==> src/rtl/viterbi_aes_pkg.sv <==
// Shared encodings and helpers for the viterbi/aes stress harness.
package viterbi_aes_pkg;

   typedef enum logic [1:0] {
      MODE_AND    = 2'b00,
      MODE_OR     = 2'b01,
      MODE_XOR    = 2'b10,
      MODE_FREEZE = 2'b11
   } mode_e;

   typedef enum logic [1:0] {
      FILL    = 2'd0,
      WAIT    = 2'd1,
      CAPTURE = 2'd2
   } state_e;

   // Number of decoder slices needed to build a 128-bit key.
   function automatic int fill_cyc(input int num_ch);
      return 128 / num_ch;
   endfunction

endpackage

==> src/rtl/aes128.sv <==
// Latency-accurate cipher stand-in: free-running LAT-deep pipeline, no reset, no handshake.
module aes128 #(
   parameter int LAT = 21
) (
   input  logic         clk,
   input  logic [127:0] state,
   input  logic [127:0] key,
   output logic [127:0] out
);

   logic [LAT-1:0][127:0] pipe;
   logic [127:0]          mix;

   assign mix = key ^ state;

   always_ff @(posedge clk) begin
      pipe[0] <= {mix[119:0], mix[127:120]};
      for (int i = 1; i < LAT; i++) pipe[i] <= pipe[i-1];
   end

   assign out = pipe[LAT-1];

endmodule

==> src/rtl/viterbi_aes_harness_aes_out_reduce.sv <==
// Combinational 128 -> OUT_W reducer; each output bit folds one contiguous group.
module aes_out_reduce
   import viterbi_aes_pkg::*;
#(
   parameter int OUT_W = 16
) (
   input  logic [127:0]     data,
   input  mode_e            mode,
   output logic [OUT_W-1:0] red
);

   localparam int GRP = 128 / OUT_W;

   for (genvar g = 0; g < OUT_W; g++) begin : g_grp
      wire [GRP-1:0] grp = data[GRP*g +: GRP];
      // FREEZE falls through to XOR; the harness never registers it.
      assign red[g] = (mode == MODE_AND) ? &grp :
                      (mode == MODE_OR)  ? |grp : ^grp;
   end

endmodule

==> src/rtl/viterbi_tx_rx.sv <==
// Behavioural channel stand-in: one registered decoder bit per cycle, cleared by rst.
module viterbi_tx_rx (
   input  logic clk,
   input  logic rst,
   input  logic enable_encoder_i,
   input  logic encoder_i,
   output logic decoder_o
);

   always_ff @(posedge clk) begin
      if (rst) decoder_o <= 1'b0;
      else     decoder_o <= encoder_i ^ enable_encoder_i;
   end

endmodule

==> src/rtl/viterbi_aes_harness.sv <==
// Ring of decoder channels fills an AES key; FSM waits out cipher latency and captures a reduction.
module viterbi_aes_harness
   import viterbi_aes_pkg::*;
#(
   parameter int           NUM_CH     = 16,
   parameter int           OUT_W      = 16,
   parameter int           AES_LAT    = 21,
   parameter logic [127:0] STATE_INIT = 128'h0123456789ABCDEF
) (
   input  logic              clk_o,
   input  logic              rst_o,
   input  logic [NUM_CH-1:0] userInput_o,
   input  logic              enable_o,
   input  logic [1:0]        modeSel_o,
   output logic [OUT_W-1:0]  designOutput_i,
   output logic              outValid_i,
   output logic [15:0]       jobCount_i
);

   localparam int FILL_CYC = fill_cyc(NUM_CH);

   logic [NUM_CH-1:0] dec;
   logic [NUM_CH-1:0] dec_slice;
   logic [127:0]      key_sr, key_q, key_next, aes_out;
   logic [OUT_W-1:0]  red;
   logic [7:0]        fill_cnt;
   logic [15:0]       wait_cnt;
   state_e            state;

   // Skip-one ring: channel k listens to channel k-2; dec[0] lands in the slice MSB.
   for (genvar k = 0; k < NUM_CH; k++) begin : g_ch
      viterbi_tx_rx u_ch (
         .clk              (clk_o),
         .rst              (rst_o),
         .enable_encoder_i (userInput_o[k]),
         .encoder_i        (dec[(k + NUM_CH - 2) % NUM_CH]),
         .decoder_o        (dec[k])
      );
      assign dec_slice[NUM_CH-1-k] = dec[k];
   end

   assign key_next = {key_sr[127-NUM_CH:0], dec_slice};

   aes128 #(.LAT(AES_LAT)) u_aes (
      .clk   (clk_o),
      .state (STATE_INIT),
      .key   (key_q),
      .out   (aes_out)
   );

   aes_out_reduce #(.OUT_W(OUT_W)) u_red (
      .data (aes_out),
      .mode (mode_e'(modeSel_o)),
      .red  (red)
   );

   always_ff @(posedge clk_o) begin
      if (rst_o) begin
         state          <= FILL;
         key_sr         <= '0;
         key_q          <= '0;
         fill_cnt       <= '0;
         wait_cnt       <= '0;
         designOutput_i <= '0;
         outValid_i     <= 1'b0;
         jobCount_i     <= '0;
      end else begin
         outValid_i <= 1'b0;
         case (state)
            FILL: if (enable_o) begin
               key_sr <= key_next;
               if (fill_cnt == 8'(FILL_CYC - 1)) begin
                  key_q    <= key_next;
                  fill_cnt <= '0;
                  wait_cnt <= '0;
                  state    <= WAIT;
               end else begin
                  fill_cnt <= fill_cnt + 8'd1;
               end
            end
            // key_q is held steady until the cipher output reflects it.
            WAIT: begin
               wait_cnt <= wait_cnt + 16'd1;
               if (wait_cnt == 16'(AES_LAT - 1)) state <= CAPTURE;
            end
            CAPTURE: begin
               if (mode_e'(modeSel_o) != MODE_FREEZE) begin
                  designOutput_i <= red;
                  outValid_i     <= 1'b1;
               end
               jobCount_i <= jobCount_i + 16'd1;
               state      <= FILL;
            end
            default: state <= FILL;
         endcase
      end
   end

endmodule

==> config.mk <==
export PLATFORM = sky130hd
export DESIGN_NAME = viterbi_aes_harness
export DESIGN_NICKNAME = d
export VERILOG_FILES = /design/src/rtl/viterbi_aes_pkg.sv /design/src/rtl/aes128.sv /design/src/rtl/viterbi_aes_harness_aes_out_reduce.sv /design/src/rtl/viterbi_tx_rx.sv /design/src/rtl/viterbi_aes_harness.sv
export SDC_FILE = /design/constraint.sdc
export NUM_CORES = 2
export LEC_CHECK = 0
export BUFFER_PORTS_ARGS = -buffer_cell sky130_fd_sc_hd__buf_2
export CELL_PAD_IN_SITES_DETAIL_PLACEMENT = 1
export CELL_PAD_IN_SITES_GLOBAL_PLACEMENT = 1
export CORE_ASPECT_RATIO = 0.7
export CORE_UTILIZATION = 49
export CTS_BUF_LIST = sky130_fd_sc_hd__clkbuf_8
export DETAILED_ROUTE_END_ITERATION = 7
export HOLD_SLACK_MARGIN = 0.08
export PLACE_DENSITY_LB_ADDON = 0.1
export RECOVER_POWER = 25
export SETUP_SLACK_MARGIN = 0.15
export SYNTH_ARGS = -nofsm -noshare
export SYNTH_HDL_FRONTEND = slang
export SYNTH_HIERARCHICAL = 1
export SYNTH_SLANG_ARGS = --single-unit
==> constraint.sdc <==
create_clock -name clk_o -period 1.9 [get_ports clk_o]
set_input_delay 0.19 -clock clk_o [delete_from_list [all_inputs] [get_ports clk_o]]
set_output_delay 0.19 -clock clk_o [all_outputs]
set_load 0.1 [all_outputs]
==> metrics.txt <==
max_cap viols 0; fmax 572 MHz; FF-to-FF Start fill_cnt[3]; Die ar. 145000 sq um; vias in the first global route 32200; Crit path arrival time 2.60 ns; Post-synth EDFFs 0; clock buffer depth 4; routed vias 30700; startpoint class of the critical path input port; clock root buffer clkbuf_8; Tot Pwr 0.114 W; grt ovf 0; async set-or-reset flop fraction in the synthesized netlist 0; Die H 319 um; synth warn 6; gpl congestion 0.760; Tcrit/Tclk final 0.920; Mapped Cells 4719; Net Switching 0.0231 W; row cnt 115; NumNets Final 5386; Crit path required time 2.75 ns; number of routed nets with antenna violations 0; ranking of synthesized cells by area dfxtp_1, nand2_1, ha_1, a21oi_1, xor2_1; most frequent CP cell dlygate4sd3_1; P&R area growth vs syn 17.5%; routed vias/inst 4.15; most common flop cell mapped by yosys dfxtp_1; initial DRC count 1452; drt pass-1 iters 5; hold path startpoint u_aes/pipe[37]; final WL 110000 um; Final Slew Violations 0; # H-tree levels 5; crit path max fanout 43; final-layout fill cell count 13200; Critical path origin rst_o; CTS sink cnt 3003; critical path class in -> reg; Final Hold Vio Count 0; largest family of logic cells by synthesized area simple AND/OR/NAND/NOR gates; clk_skew 0.0652 ns; xor/xnor cell area share of the yosys netlist 0.0260; Avg WL per Cell 14.9 um; Post-Synth Simple-Gate Area 0.0409; Power Density 1380 nW/um^2; Flop pwr share 0.585; Skew-Pair Late Insertion Delay 1.00 ns; DP Area 72500 sq um; share of the synthesized area in the top cell type 0.855; CP endpoint kind register; CP peak stage delay 0.60 ns; Die X 455 um; Min-Delay Path Class reg -> reg; Post-Syn Area 70300 sq um; wire length of the first global-routing pass 172000 um; area of the core 141000 sq um; slew at the pin closest to its max-slew limit 0.690 ns; Overall Global Routing Usage 0.151; dpl hpwl 64800 um; outcome complete, no violations; Yosys cell types 52; clock period minus worst slack 1.75 ns; CTS tree yes; hold slack 0.285 ns; Residual DRC 0; I/O pins 54; slew margin rel. 0.540; clock-pin slew on the worst setup and hold paths 0.06 ns; mux contribution to synthesized area 0.000907; initial antenna violation count 5; worst path cell trace dlygate4sd3_1, dlygate4sd3_1, buf_8, buf_12, nor2_1, dlygate4sd3_1; sequential fraction of the synthesis area 0.855; Peak VDD IR 0.000823 V; # port buffers 53; Finished Core Util 0.584; layout cell share with drive strength beyond 1 0.147; #FFs+latches synth 3003; Adder-Cell Fraction of Synth Area 0.0235; largest net degree at the start of global routing 94; Setup-failing EPs final 0; Inserted Clock Buffers 410; area occupied by multi-input gates 8970 sq um; fin area 82700 sq um; slowest CP cell dlygate4sd3_1; Clk pwr share 0.402; RSZ-0062 raised after global routing true; Logic pwr share 0.012; Static Leak 35.4 nW; Synth Area per Inst 14.9 sq um; Pint 0.0913 W; cell taking the most area after synthesis dfxtp_1; switching part of the total power 0.202; initial core utilization 0.497; Register Area 60200 sq um; post-synthesis compound-gate area fraction 0.0256
timing repair:
action | 4_1_cts | 5_1_grt
pin swaps | 4 | 27
resized for setup | 185 | 76
endpoints found under the hold margin | 315 | 0
hold buffers | 54 | 0
cloned | 8 | 10
setup buffers | 21 | 22
endpoints found under the setup margin | 180 | 166
worst max-delay path, delay by kind of cell:
| family | cells | cell delay, ns |
|---|---|---|
| buffers and inverters | 5 | 2.31 |
| and+or+nand+nor | 1 | 0.11 |
area by class of cell:
cell class | count | area share
antenna | 2 | 0.0000606
sequential | 3003 | 0.729
timing repair buffer | 204 | 0.0326
clock buffer | 503 | 0.0838
inverter | 134 | 0.00609
multi-input combinational | 1480 | 0.109
clock inverter | 199 | 0.0121
tap | 1872 | 0.0283
per-stage QoR:
step	setup TNS (ns)	std cells	setup WS, ns
2_1_floorplan	0	4845	0.0401
3_3_place_gp	0	6578	0.00657
3_5_place_dp	-1.31	6578	-0.0960
4_1_cts	0	7363	0.00831
5_1_grt	0	7397	0.0277
6_report	0	7397	0.151
state kept, by name, summed over array words and instances (netlist names), 16 cells and up:
register,flops
wait_cnt,16
jobCount_i,16
key_sr,112
u_aes/out,128
u_aes/pipe,2560
key_q,128
g_ch.u_ch/decoder_o,16
designOutput_i,16
cell usage in the layout (no fill, tap or decap), types with 11 or more instances in the layout:
cell type / Yosys / layout
a21oi_1: 277 / 253
a21oi_2: 0 / 24
and3_1: 13 / 12
buf_12: 0 / 54
buf_2: 29 / 19
buf_4: 131 / 49
clkbuf_8: 0 / 503
clkinv_2: 0 / 37
conb_1: 2 / 128
dfxtp_1: 3003 / 2962
dfxtp_2: 0 / 22
dfxtp_4: 0 / 19
dlygate4sd3_1: 0 / 53
ha_1: 132 / 130
inv_1: 133 / 279
nand2_1: 531 / 514
nand2_2: 0 / 11
nand3_1: 17 / 16
nand4_1: 21 / 21
nor2_1: 41 / 40
xnor2_1: 63 / 63
xor2_1: 146 / 146
logic make-up after synthesis:
kind of cell / after synthesis
DFF: 3003
and+or+nand+nor: 676
buffers and inverters: 363
AOI/OAI and AO/OA: 328
xor gates and xnor gates: 209
adders and majority gates: 132
muxes: 6
other: 2
synth_stat cells (7+ instances only):
library cell / instances
buf_2: 29
a311oi_1: 8
a21o_1: 9
and4_1: 7
nand4_1: 21
nand2_1: 531
clkbuf_1: 54
buf_4: 131
a41oi_1: 9
and3_1: 13
inv_1: 133
dfxtp_1: 3003
buf_6: 12
xnor2_1: 63
nand3_1: 17
nor2_1: 41
xor2_1: 146
and4b_1: 8
a21oi_1: 277
o21ai_0: 10
ha_1: 132
power by group through the flow:
stage	logic, W	registers (W)	clock network [W]
detailed placement	0.00129	0.0684	0
global route	0.00160	0.0672	0.0509
global placement	0.00126	0.0683	0
floorplan	0.00114	0.0679	0
finish	0.00143	0.0669	0.0460
CTS	0.00142	0.0670	0.0478
path summary, 6_finish.rpt:
check             slack, ns  cells past startpoint                     end
setup reg to reg       0.17                      8               key_q[92]
setup / recovery       0.15                      6  g_ch[7].u_ch/decoder_o
hold / removal         0.28                      0         u_aes/pipe[165]
hold reg to reg        0.28                      0         u_aes/pipe[165]
layer usage:
metal,GRT usage,up-vias,wire length (um)
met5,0,-,0
met4,0.0617,0,2290
met3,0.0389,224,4950
met2,0.214,518,46000
met1,0.219,14300,56800
li1,-,15700,-
Note: power is estimated with default switching activity, not from simulation.
